File: src/rtl/fetch_unit_if.sv
// Instruction memory request/response bus between the fetch stage (master)
// and the instruction cache/memory (slave).
interface fetch_unit_if;
    logic        IMem_Req;
    logic [15:0] IMem_Addr;
    logic [15:0] IMem_Data;
    logic        IMem_Valid;

    modport master (output IMem_Req, IMem_Addr, input  IMem_Data, IMem_Valid);
    modport slave  (input  IMem_Req, IMem_Addr, output IMem_Data, IMem_Valid);
endinterface

File: src/rtl/fetch_unit.sv
// Instruction fetch stage: owns the PC and the IF/ID register, tolerates
// multi-cycle memory misses, squashes wrong-path fetches and halts on HLT.
module fetch_unit #(
    parameter logic [15:0] RESET_PC   = 16'h0000,
    parameter logic [3:0]  HLT_OPCODE = 4'hF,
    parameter logic [15:0] NOP_INSTR  = 16'h0000
) (
    input  logic          clk,
    input  logic          rst,
    fetch_unit_if.master  imem,
    input  logic          Stall,
    input  logic          PCDisrupt,
    input  logic [15:0]   PCBranch,
    output logic [15:0]   IFID_Instruction,
    output logic [15:0]   IFID_PC,
    output logic          IFID_Valid,
    output logic          IF_Busy,
    output logic          Fetch_Halted,
    output logic [15:0]   Miss_Count
);
    typedef enum logic [1:0] {FETCH, WAIT, HOLD, HALTED} state_t;

    state_t      state_q;
    logic [15:0] pc_q, redir_q, buf_q, miss_q;
    logic [15:0] ifid_instr_q, ifid_pc_q;
    logic        ifid_vld_q, squash_q;

    logic        redirect;
    logic        squash_eff;
    logic [15:0] redir_tgt;
    logic [15:0] acc_word;
    logic        acc_hlt;
    logic [15:0] pc_plus2;

    assign redirect   = PCDisrupt & ~Stall;
    // A redirect arriving in the same cycle as the returning word also kills it.
    assign squash_eff = squash_q | redirect;
    assign redir_tgt  = redirect ? PCBranch : redir_q;
    assign acc_word   = (state_q == HOLD) ? buf_q : imem.IMem_Data;
    assign acc_hlt    = (acc_word[15:12] == HLT_OPCODE);
    assign pc_plus2   = pc_q + 16'd2;

    // Gated by rst so an in-flight request is withdrawn the instant reset asserts.
    assign imem.IMem_Req  = rst & ((state_q == FETCH) | (state_q == WAIT));
    assign imem.IMem_Addr = pc_q;

    assign IFID_Instruction = ifid_instr_q;
    assign IFID_PC          = ifid_pc_q;
    assign IFID_Valid       = ifid_vld_q;
    assign IF_Busy          = (state_q == WAIT);
    assign Fetch_Halted     = (state_q == HALTED);
    assign Miss_Count       = miss_q;

    always_ff @(posedge clk or negedge rst) begin
        if (!rst) begin
            state_q      <= FETCH;
            pc_q         <= RESET_PC;
            redir_q      <= 16'h0000;
            squash_q     <= 1'b0;
            buf_q        <= 16'h0000;
            miss_q       <= 16'h0000;
            ifid_instr_q <= NOP_INSTR;
            ifid_pc_q    <= 16'h0000;
            ifid_vld_q   <= 1'b0;
        end else begin
            case (state_q)
                FETCH: begin
                    if (imem.IMem_Valid) begin
                        if (redirect) begin
                            ifid_instr_q <= NOP_INSTR;
                            ifid_pc_q    <= pc_q;
                            ifid_vld_q   <= 1'b0;
                            pc_q         <= PCBranch;
                        end else if (!Stall) begin
                            ifid_instr_q <= acc_word;
                            ifid_pc_q    <= pc_q;
                            ifid_vld_q   <= 1'b1;
                            if (acc_hlt) state_q <= HALTED;
                            else         pc_q    <= pc_plus2;
                        end
                    end else begin
                        state_q <= WAIT;
                        if (!Stall) begin
                            ifid_instr_q <= NOP_INSTR;
                            ifid_pc_q    <= pc_q;
                            ifid_vld_q   <= 1'b0;
                        end
                        if (redirect) begin
                            squash_q <= 1'b1;
                            redir_q  <= PCBranch;
                        end
                    end
                end
                WAIT: begin
                    if (miss_q != 16'hFFFF) miss_q <= miss_q + 16'd1;
                    if (!Stall) begin
                        ifid_instr_q <= NOP_INSTR;
                        ifid_pc_q    <= pc_q;
                        ifid_vld_q   <= 1'b0;
                    end
                    if (redirect) begin
                        squash_q <= 1'b1;
                        redir_q  <= PCBranch;
                    end
                    if (imem.IMem_Valid) begin
                        squash_q <= 1'b0;
                        redir_q  <= 16'h0000;
                        if (squash_eff) begin
                            pc_q    <= redir_tgt;
                            state_q <= FETCH;
                        end else if (!Stall) begin
                            ifid_instr_q <= acc_word;
                            ifid_vld_q   <= 1'b1;
                            if (acc_hlt) state_q <= HALTED;
                            else begin
                                pc_q    <= pc_plus2;
                                state_q <= FETCH;
                            end
                        end else begin
                            buf_q   <= imem.IMem_Data;
                            state_q <= HOLD;
                        end
                    end
                end
                HOLD: begin
                    if (redirect) begin
                        ifid_instr_q <= NOP_INSTR;
                        ifid_pc_q    <= pc_q;
                        ifid_vld_q   <= 1'b0;
                        pc_q         <= PCBranch;
                        state_q      <= FETCH;
                    end else if (!Stall) begin
                        ifid_instr_q <= acc_word;
                        ifid_pc_q    <= pc_q;
                        ifid_vld_q   <= 1'b1;
                        if (acc_hlt) state_q <= HALTED;
                        else begin
                            pc_q    <= pc_plus2;
                            state_q <= FETCH;
                        end
                    end
                end
                HALTED: begin
                    if (!Stall) begin
                        ifid_instr_q <= NOP_INSTR;
                        ifid_pc_q    <= pc_q;
                        ifid_vld_q   <= 1'b0;
                    end
                    if (redirect) begin
                        pc_q    <= PCBranch;
                        state_q <= FETCH;
                    end
                end
                default: state_q <= FETCH;
            endcase
        end
    end
endmodule
File: src/flat_wrapper.sv
// flat-port wrapper written by rule: the top's interface ports become plain ports
module fetch_unit_flat 
#(
    parameter logic [15:0] RESET_PC   = 16'h0000,
    parameter logic [3:0]  HLT_OPCODE = 4'hF,
    parameter logic [15:0] NOP_INSTR  = 16'h0000
)
  (clk, rst, Stall, PCDisrupt, PCBranch, IFID_Instruction, IFID_PC, IFID_Valid, IF_Busy, Fetch_Halted, Miss_Count, imem_IMem_Req, imem_IMem_Addr, imem_IMem_Data, imem_IMem_Valid);
  fetch_unit_if imem_i ();
  input  logic clk;
  input  logic rst;
  input  logic Stall;
  input  logic PCDisrupt;
  input  logic [15:0] PCBranch;
  output logic [15:0] IFID_Instruction;
  output logic [15:0] IFID_PC;
  output logic IFID_Valid;
  output logic IF_Busy;
  output logic Fetch_Halted;
  output logic [15:0] Miss_Count;
  output wire logic [$bits(imem_i.IMem_Req)-1:0] imem_IMem_Req;
  output wire logic [$bits(imem_i.IMem_Addr)-1:0] imem_IMem_Addr;
  input wire logic [$bits(imem_i.IMem_Data)-1:0] imem_IMem_Data;
  input wire logic [$bits(imem_i.IMem_Valid)-1:0] imem_IMem_Valid;
  assign imem_IMem_Req = imem_i.IMem_Req;
  assign imem_IMem_Addr = imem_i.IMem_Addr;
  assign imem_i.IMem_Data = imem_IMem_Data;
  assign imem_i.IMem_Valid = imem_IMem_Valid;
  fetch_unit #(.RESET_PC(RESET_PC), .HLT_OPCODE(HLT_OPCODE), .NOP_INSTR(NOP_INSTR)) u_core (.clk(clk), .rst(rst), .imem(imem_i), .Stall(Stall), .PCDisrupt(PCDisrupt), .PCBranch(PCBranch), .IFID_Instruction(IFID_Instruction), .IFID_PC(IFID_PC), .IFID_Valid(IFID_Valid), .IF_Busy(IF_Busy), .Fetch_Halted(Fetch_Halted), .Miss_Count(Miss_Count));
endmodule
File: config.mk
export PLATFORM = sky130hd
export DESIGN_NAME = fetch_unit_flat
export DESIGN_NICKNAME = d
export VERILOG_FILES = /design/src/rtl/fetch_unit_if.sv /design/src/rtl/fetch_unit.sv /design/src/flat_wrapper.sv
export SDC_FILE = /design/constraint.sdc
export NUM_CORES = 1
export LEC_CHECK = 0
export CAP_MARGIN = 20
export CORE_MARGIN = 2
export CORE_UTILIZATION = 40
export CTS_CLUSTER_SIZE = 12
export DETAILED_ROUTE_END_ITERATION = 12
export MAX_ROUTING_LAYER = met4
export PLACE_DENSITY = 0.65
export SETUP_SLACK_MARGIN = 0.1
export SLEW_MARGIN = 20
export SYNTH_ARGS = -nofsm -noshare
export SYNTH_HDL_FRONTEND = slang
export SYNTH_SLANG_ARGS = --single-unit
File: constraint.sdc
create_clock -name clk -period 6.3 [get_ports clk]
set_clock_uncertainty 0.1 [all_clocks]
set_input_delay 0.63 -clock clk [delete_from_list [all_inputs] [get_ports clk]]
set_output_delay 0.63 -clock clk [all_outputs]
set_load 0.02 [all_outputs]
==> impl_metrics.prom, run 1 <==
# TYPE chip_impl_metric gauge
chip_impl_info{name="outcome",value="completed"} 1
chip_impl_metric{name="cp_max_fo",unit=""} 56
chip_impl_metric{name="post_place_instance_area",unit="um2"} 5940
chip_impl_metric{name="drive_above_1_share",unit="%"} 11.0
chip_impl_metric{name="antenna_viol_nets_final",unit=""} 0
chip_impl_metric{name="p_leak",unit="uW"} 0.00259
chip_impl_metric{name="mux_cell_area_share_after_synthesis",unit="%"} 7.65
chip_impl_metric{name="slew-limit-headroom",unit="%"} 38.9
chip_impl_metric{name="grt_overflow",unit=""} 0
chip_impl_metric{name="synthesized_cell_area",unit="um2"} 4830
chip_impl_metric{name="die_h",unit="um"} 114
chip_impl_metric{name="number_of_global_route_vias_before_repair",unit=""} 3997
chip_impl_metric{name="remaining_drc_errors",unit=""} 0
chip_impl_metric{name="synthesis.yosys.warnings",unit=""} 0
chip_impl_metric{name="slew_violations",unit=""} 0
chip_impl_info{name="tritoncts",value="yes"} 1
chip_impl_metric{name="power_density_over_the_cells",unit="nW/um2"} 447
chip_impl_metric{name="cts_setup_buffers",unit=""} 0
chip_impl_metric{name="hold_violations",unit=""} 0
chip_impl_metric{name="num_vias",unit=""} 3989
chip_impl_metric{name="synth_compound_area_share",unit="%"} 18.4
chip_impl_metric{name="finalHoldWorstSlack",unit="ns"} 0.186
chip_impl_metric{name="fill_cells",unit=""} 1099
chip_impl_info{name="netlist_top_cells_area",value="sky130_fd_sc_hd__dfrtp_1, sky130_fd_sc_hd__mux2_2, sky130_fd_sc_hd__o21ai_0"} 1
chip_impl_metric{name="max_clock_freq",unit="MHz"} 334
chip_impl_info{name="grt_setup_unrepaired",value="false"} 1
chip_impl_metric{name="power.ir.vdd_worst",unit="V"} 0.000199
chip_impl_metric{name="layout.area.seq",unit="um2"} 2500
chip_impl_metric{name="die_area",unit="um2"} 13000
chip_impl_metric{name="syn-instance-count",unit=""} 460
chip_impl_metric{name="core",unit="um2"} 11900
chip_impl_metric{name="number_of_buffers_created_by_cts",unit=""} 9
chip_impl_metric{name="synthToLayoutAreaGrowth",unit="%"} 29.0
chip_impl_metric{name="insertion_delay_of_the_later_clocked_pin_in_the_worst_skew_pair",unit="ns"} 0.35
chip_impl_metric{name="synth.net_count",unit=""} 499
chip_impl_metric{name="worst_slack",unit="ns"} 3.31
chip_impl_metric{name="post-route-min-period",unit="ns"} 2.99
chip_impl_metric{name="global_route.usage.total",unit="%"} 20.6
chip_impl_metric{name="synth_area_in_xor_xnor",unit="%"} 2.90
chip_impl_info{name="clockRootBuffer",value="sky130_fd_sc_hd__clkbuf_16"} 1
chip_impl_metric{name="number_of_flops_mapped_to_enable_cells_by_yosys",unit=""} 0
chip_impl_metric{name="drt_pre_antenna_iters",unit=""} 5
chip_impl_metric{name="synth_async_sr_flop_share",unit="%"} 100
chip_impl_metric{name="grt_first_pass_wirelength",unit="mm"} 20.6
chip_impl_metric{name="placementRows",unit=""} 40
chip_impl_info{name="synthFlopType",value="sky130_fd_sc_hd__dfrtp_1"} 1
chip_impl_metric{name="drt_wl_total",unit="mm"} 12.6
chip_impl_metric{name="multi_input_area",unit="um2"} 2170
chip_impl_metric{name="portBuffers",unit=""} 104
chip_impl_info{name="synth_area_leader_cell",value="sky130_fd_sc_hd__dfrtp_1"} 1
chip_impl_metric{name="nNetsFinal",unit=""} 588
chip_impl_metric{name="maximum_number_of_pins_on_one_net_before_global_route_repair",unit=""} 57
chip_impl_metric{name="top_level_ports",unit=""} 105
chip_impl_info{name="criticalPathCategory",value="in -> reg"} 1
chip_impl_metric{name="min_period_over_period",unit="%"} 47.5
chip_impl_info{name="critical_path.endpoint_type",value="register"} 1
chip_impl_info{name="kind_of_start_point_of_the_critical_path",value="primary input"} 1
chip_impl_metric{name="cts.reportedPaths.clkPinSlew",unit="ns"} 0.06
chip_impl_metric{name="tritoncts_num_sinks",unit=""} 100
chip_impl_metric{name="cap_viol_max_count",unit=""} 0
chip_impl_metric{name="synth_cell_types",unit=""} 48
chip_impl_metric{name="initial_core_util",unit="%"} 40.5
chip_impl_metric{name="drt-initial-drc-count",unit=""} 348
chip_impl_metric{name="synth.ff_latch_count",unit=""} 100
chip_impl_metric{name="number_of_antenna_violations_at_the_first_check_in_global_routing",unit=""} 0
chip_impl_metric{name="yosysTopAreaCellShare",unit="%"} 51.9
chip_impl_metric{name="stdcell_area",unit="um2"} 6220
chip_impl_metric{name="detailedPlacementHpwl",unit="mm"} 8.78
chip_impl_metric{name="die-width",unit="um"} 114
chip_impl_metric{name="antennaDiodeCount",unit=""} 0
chip_impl_metric{name="cts_repair_resize_count",unit=""} 0
chip_impl_metric{name="final-setup-viol-count",unit=""} 0
chip_impl_metric{name="ctsLongestPathBuffers",unit=""} 2
chip_impl_info{name="min-delay-path-class",value="in -> async"} 1
chip_impl_info{name="main_combinational_cell_family_by_area_after_synthesis",value="compound AO/OA/AOI/OAI gates"} 1
chip_impl_metric{name="cts-hold-fix-buffers",unit=""} 0
chip_impl_metric{name="avgViaCountPerCell",unit=""} 5.69
chip_impl_metric{name="yosysSeqAreaShare",unit="%"} 51.9
chip_impl_metric{name="setup-tns-final",unit="ns"} 0
chip_impl_metric{name="htree_levels",unit=""} 3
chip_impl_metric{name="synth_adder_area_share",unit="%"} 0.519
chip_impl_metric{name="synthSimpleGateAreaFrac",unit="%"} 15.2
chip_impl_metric{name="postSynthAreaPerCell",unit="um2"} 10.5
chip_impl_metric{name="place_ws",unit="ns"} 3.04
chip_impl_metric{name="timing.critical_path.required",unit="ns"} 6.47
chip_impl_metric{name="finalWeightedCongestion",unit=""} 0.851
chip_impl_metric{name="wl_per_cell",unit="um"} 18.0
chip_impl_metric{name="crit_arrival",unit="ns"} 3.16
chip_impl_metric{name="tightest_slew",unit="ns"} 0.911
per-layer routing:
metal  up-vias  part of all wire (%)  GRT usage, %
met4         0                   1.7          5.37
li1       1877                     -             -
met5         -                     0             -
met2       111                    48          32.6
met1      1985                    45          26.7
met3        16                   4.8          4.94
placed cells by master (no fill, tap or decap), types with 9 or more instances in the layout:
cell	n
sky130_fd_sc_hd__nor3_1	19
sky130_fd_sc_hd__clkbuf_16	9
sky130_fd_sc_hd__inv_1	10
sky130_fd_sc_hd__nand3_1	10
sky130_fd_sc_hd__dfrtp_1	100
sky130_fd_sc_hd__nor2_1	24
sky130_fd_sc_hd__xor2_1	9
sky130_fd_sc_hd__a22oi_1	15
sky130_fd_sc_hd__a22o_1	19
sky130_fd_sc_hd__o21ai_0	43
sky130_fd_sc_hd__a222oi_1	9
sky130_fd_sc_hd__mux2_2	27
sky130_fd_sc_hd__clkdlybuf4s50_1	102
sky130_fd_sc_hd__nand2_1	48
cell usage after synthesis, drive strengths merged (9+ instances only):
cell	n
buf	10
a22oi	15
o21ai	44
nand3	10
dfrtp	100
nand2	48
xor2	9
clkbuf	19
a21oi	10
nor2	24
a222oi	9
mux2	28
a22o	19
inv	10
nor3	21
state kept, by name, indices dropped and copies added, names as in the netlist:
signal and cells:
u_core.squash_q 1, u_core.redir_q 16, u_core.IFID_PC 16, u_core.IFID_Valid 1, u_core.imem.IMem_Addr 16, u_core.Miss_Count 16
u_core.buf_q 16, u_core.IFID_Instruction 16, u_core.state_q 2
report_power, final:
part | leakage [uW] | switching (uW) | internal (uW)
Clock | 0.000129 | 235 | 278
Sequential | 0.00128 | 251 | 877
Combinational | 0.00117 | 597 | 547
Total | 0.00259 | 1080 | 1700
worst max-delay path, cell delays in order:
cell,delay [ns]
sky130_fd_sc_hd__buf_2,0.08
sky130_fd_sc_hd__buf_4,0.47
sky130_fd_sc_hd__nand2b_1,0.49
sky130_fd_sc_hd__nand2_1,0.48
sky130_fd_sc_hd__nor3_1,0.59
sky130_fd_sc_hd__a222oi_1,0.20
sky130_fd_sc_hd__o2bb2ai_1,0.19
through the flow:
| step | utilization [%] | power, uW | instances |
|---|---|---|---|
| detailed placement | 49.9 | 2270 | 685 |
| finish | 52.3 | 2780 | 701 |
| global placement | 49.8 | 2240 | 685 |
| floorplan | - | 1780 | 460 |
| CTS | 52.2 | 2800 | 701 |
| global route | 52.3 | 2950 | 701 |
final timing paths:
| kind | startpoint | to | slack (ns) | cells past startpoint |
|---|---|---|---|---|
| worst min register to register | u_core.IFID_Instruction[5]$_DFF_PN0_ | u_core.IFID_Instruction[5]$_DFF_PN0_ | 0.40 | 2 |
| worst min-delay path | rst | u_core.IFID_PC[7]$_DFF_PN0_ | 0.19 | 1 |
| worst max register to register | u_core.state_q[1]$_DFFE_PN0P_ | u_core.imem.IMem_Addr[4]$_DFFE_PN0P_ | 3.51 | 5 |
| max in group asynchronous | rst | u_core.buf_q[5]$_DFFE_PN0P_ | 4.78 | 2 |
| worst max-delay path | Stall | u_core.imem.IMem_Addr[4]$_DFFE_PN0P_ | 3.31 | 7 |
| min in group clk | u_core.IFID_Instruction[5]$_DFF_PN0_ | u_core.IFID_Instruction[5]$_DFF_PN0_ | 0.40 | 2 |
cell families (layout without fill, tap and decap cells):
kind of cell    Yosys count  in the layout
compound gates          125            125
fa+ha+maj                 2              2
mux                      33             33
buf+inv                  39            133
flops                   100            100
simple gates            145            145
xor+xnor                 16             16
final cells by class:
cell class	count	area share, %
clock buffers	12	3.96
clock inverters	4	0.402
repair buffers	107	17.0
inverters	10	0.603
flip-flops and latches	100	40.2
well taps	147	2.95
multi-input cells	321	34.9
Note: power is estimated with default switching activity, not from simulation.
==> run 2, diff against run 1 <==
--- a/config.mk
+++ b/config.mk
@@ -11,7 +11,7 @@
 export CTS_CLUSTER_SIZE = 12
 export DETAILED_ROUTE_END_ITERATION = 12
 export MAX_ROUTING_LAYER = met4
-export PLACE_DENSITY = 0.65
+export PLACE_DENSITY = 0.68
 export SETUP_SLACK_MARGIN = 0.1
 export SLEW_MARGIN = 20
 export SYNTH_ARGS = -nofsm -noshare
==> constraint.sdc (replaced) <==
create_clock -name clk -period 2.5 [get_ports clk]
set_clock_uncertainty 0.1 [all_clocks]
set_input_delay 0.25 -clock clk [delete_from_list [all_inputs] [get_ports clk]]
set_output_delay 0.25 -clock clk [all_outputs]
set_load 0.02 [all_outputs]
==> run 2 against run 1 <==
Compared with the run above:
- non-clock buffer count increased by 16
- die area is the same
- design area up 2.0%
- clock power grew to 2.6 times the previous value
- hold slack got worse by 0.022 ns
- global-route usage grew 0.63 points
- sequential share of layout area is 0.77 points lower
- critical path depth down 2
- via count up 3.6%
- largest cell class unchanged
- highest routed layer unchanged
==> impl_metrics.prom, run 2 (synthesis results as in run 1) <==
# TYPE chip_impl_metric gauge
chip_impl_info{name="clockRootBuffer",value="sky130_fd_sc_hd__clkbuf_16"} 1
chip_impl_metric{name="fill_cells",unit=""} 1102
chip_impl_metric{name="drt_wl_total",unit="mm"} 12.8
chip_impl_info{name="layout_common_cells",value="sky130_fd_sc_hd__clkdlybuf4s50_1, sky130_fd_sc_hd__dfrtp_1, sky130_fd_sc_hd__nand2_1"} 1
chip_impl_metric{name="intPower",unit="uW"} 4390
chip_impl_metric{name="hold_violations",unit=""} 0
chip_impl_metric{name="wl_per_cell",unit="um"} 17.8
chip_impl_metric{name="insertion_delay_of_the_later_clocked_pin_in_the_worst_skew_pair",unit="ns"} 0.35
chip_impl_metric{name="p_leak",unit="uW"} 0.00267
chip_impl_metric{name="number_of_antenna_violations_at_the_first_check_in_global_routing",unit=""} 0
chip_impl_metric{name="cap_viol_max_count",unit=""} 0
chip_impl_info{name="min-delay-path-class",value="in -> async"} 1
chip_impl_metric{name="grt_first_pass_wirelength",unit="mm"} 20.8
chip_impl_info{name="tritoncts",value="yes"} 1
chip_impl_metric{name="final-setup-viol-count",unit=""} 0
chip_impl_metric{name="remaining_drc_errors",unit=""} 0
chip_impl_metric{name="power.share.switching",unit="%"} 38.5
chip_impl_metric{name="power_density_over_the_cells",unit="nW/um2"} 1120
chip_impl_metric{name="sequentialPowerShare",unit="%"} 39.2
chip_impl_metric{name="combPwrFrac",unit="%"} 42.2
chip_impl_metric{name="proportion_of_power_drawn_by_the_clock_network",unit="%"} 18.6
chip_impl_metric{name="place_inst",unit=""} 700
chip_impl_metric{name="drt-initial-drc-count",unit=""} 394
chip_impl_metric{name="cts.reportedPaths.clkPinSlew",unit="ns"} 0.07
chip_impl_metric{name="die_area",unit="um2"} 13000
chip_impl_metric{name="detailedPlacementHpwl",unit="mm"} 9.29
chip_impl_metric{name="top_level_ports",unit=""} 105
chip_impl_info{name="grt_setup_unrepaired",value="false"} 1
chip_impl_metric{name="drive_above_1_share",unit="%"} 13.5
chip_impl_info{name="kind_of_start_point_of_the_critical_path",value="register"} 1
chip_impl_metric{name="grt_overflow",unit=""} 0
chip_impl_metric{name="htree_levels",unit=""} 3
chip_impl_info{name="critical_path.endpoint_type",value="register"} 1
chip_impl_metric{name="antennaDiodeCount",unit=""} 0
chip_impl_info{name="criticalPathCategory",value="reg -> reg"} 1
chip_impl_metric{name="max_clock_freq",unit="MHz"} 443
chip_impl_metric{name="slew-limit-headroom",unit="%"} 41.7
chip_impl_metric{name="drt_pre_antenna_iters",unit=""} 5
chip_impl_metric{name="antenna_viol_nets_final",unit=""} 0
chip_impl_metric{name="ctsLongestPathBuffers",unit=""} 2
chip_impl_metric{name="number_of_global_route_vias_before_repair",unit=""} 3970
chip_impl_metric{name="slew_violations",unit=""} 0
chip_impl_info{name="commonest_non_fill_non_tap_cell_in_the_layout",value="sky130_fd_sc_hd__clkdlybuf4s50_1"} 1
chip_impl_metric{name="timing.critical_path.required",unit="ns"} 2.70
chip_impl_metric{name="post-route-min-period",unit="ns"} 2.26
chip_impl_metric{name="setup-tns-final",unit="ns"} 0
chip_impl_metric{name="cts_setup_buffers",unit=""} 0
chip_impl_metric{name="initial_core_util",unit="%"} 40.5
chip_impl_metric{name="num_vias",unit=""} 4133
chip_impl_metric{name="crit_arrival",unit="ns"} 2.45
chip_impl_metric{name="final_cell_count_no_fill",unit=""} 717
chip_impl_metric{name="maximum_number_of_pins_on_one_net_before_global_route_repair",unit=""} 49
chip_impl_metric{name="nNetsFinal",unit=""} 604
chip_impl_metric{name="avgViaCountPerCell",unit=""} 5.76
chip_impl_metric{name="core",unit="um2"} 11900
chip_impl_metric{name="finalWeightedCongestion",unit=""} 0.915
chip_impl_metric{name="die_h",unit="um"} 114
chip_impl_metric{name="die-width",unit="um"} 114
chip_impl_metric{name="min_period_over_period",unit="%"} 90.3
chip_impl_metric{name="portBuffers",unit=""} 104
chip_impl_metric{name="placementRows",unit=""} 40
chip_impl_metric{name="global_route.usage.total",unit="%"} 21.2
chip_impl_metric{name="finish.utilization",unit="%"} 53.3
chip_impl_metric{name="power.ir.vdd_worst",unit="V"} 0.000468
chip_impl_metric{name="tightest_slew",unit="ns"} 0.869
chip_impl_metric{name="total_switching_power",unit="uW"} 2750
chip_impl_metric{name="tritoncts_num_sinks",unit=""} 100
chip_impl_info{name="outcome",value="completed"} 1
chip_impl_metric{name="number_of_buffers_created_by_cts",unit=""} 9
chip_impl_metric{name="cp_max_fo",unit=""} 18
chip_impl_metric{name="synthToLayoutAreaGrowth",unit="%"} 31.6
-- run 2: stage by stage --
step / total power [uW] / area (um2) / hold slack (ns) / setup slack, ns
4_1_cts: 7190 / 6340 / 0.156 / 0.161
3_3_place_gp: 5760 / 6050 / -0.0128 / 0.108
2_1_floorplan: 4480 / 4830 / -0.146 / 0.346
5_1_grt: 7580 / 6350 / 0.168 / 0.131
3_5_place_dp: 5830 / 6050 / -0.0129 / -0.0146
6_report: 7130 / 6350 / 0.165 / 0.242
-- run 2: layout make-up --
| cell class | instances | area (um2) | area share (%) |
|---|---|---|---|
| clock buffers | 10 | 239 | 3.76 |
| clock inverters | 6 | 46.3 | 0.729 |
| inverters | 10 | 37.5 | 0.591 |
| multi-input cells | 321 | 2160 | 34.0 |
| flip-flops and latches | 100 | 2500 | 39.4 |
| well taps | 147 | 184 | 2.90 |
| repair buffers | 123 | 1180 | 18.6 |
-- run 2: power groups by stage --
stage               Combinational (uW)  Clock [uW]  Sequential (uW)
floorplan                         1440           0             3030
detailed placement                3020           0             2810
CTS                               3030        1370             2790
global placement                  2970           0             2780
global route                      3260        1440             2880
finish                            3010        1330             2800
-- run 2: worst paths after layout --
kind,from,end,slack (ns),depth (start not counted)
max,u_core.state_q[1]$_DFFE_PN0P_,u_core.imem.IMem_Addr[13]$_DFFE_PN0P_,0.24,5
min,rst,u_core.IFID_PC[7]$_DFF_PN0_,0.16,2
max reg2reg,u_core.state_q[1]$_DFFE_PN0P_,u_core.imem.IMem_Addr[13]$_DFFE_PN0P_,0.24,5
min reg2reg,u_core.IFID_PC[5]$_DFF_PN0_,u_core.IFID_PC[5]$_DFF_PN0_,0.38,2
max in group asynchronous,rst,u_core.redir_q[2]$_DFFE_PN0P_,1.33,3
min in group clk,u_core.IFID_PC[5]$_DFF_PN0_,u_core.IFID_PC[5]$_DFF_PN0_,0.38,2
-- run 2: what timing repair did --
item | in CTS | in global routing
hold buffers | 1 | 0
gates resized for setup | 1 | 1
endpoints found under the hold margin | 6 | 0
pin swaps | 0 | 0
setup endpoints to repair | 1 | 5
-- run 2: metal layers --
layer  vias up  routed length (um)  GRT usage, %
met2       130                6420          33.4
met4         0                 304          8.54
met3        21                 654          4.68
met5         -                   0             -
li1       1910                   -             -
met1      2072                5380          26.7
-- run 2: critical path, stage by stage (launching register included) --
cell,delay (ns)
sky130_fd_sc_hd__dfrtp_1,0.56
sky130_fd_sc_hd__nor2b_4,0.23
sky130_fd_sc_hd__mux2_4,0.40
sky130_fd_sc_hd__or3_4,0.42
sky130_fd_sc_hd__o41ai_2,0.32
sky130_fd_sc_hd__a22o_1,0.17
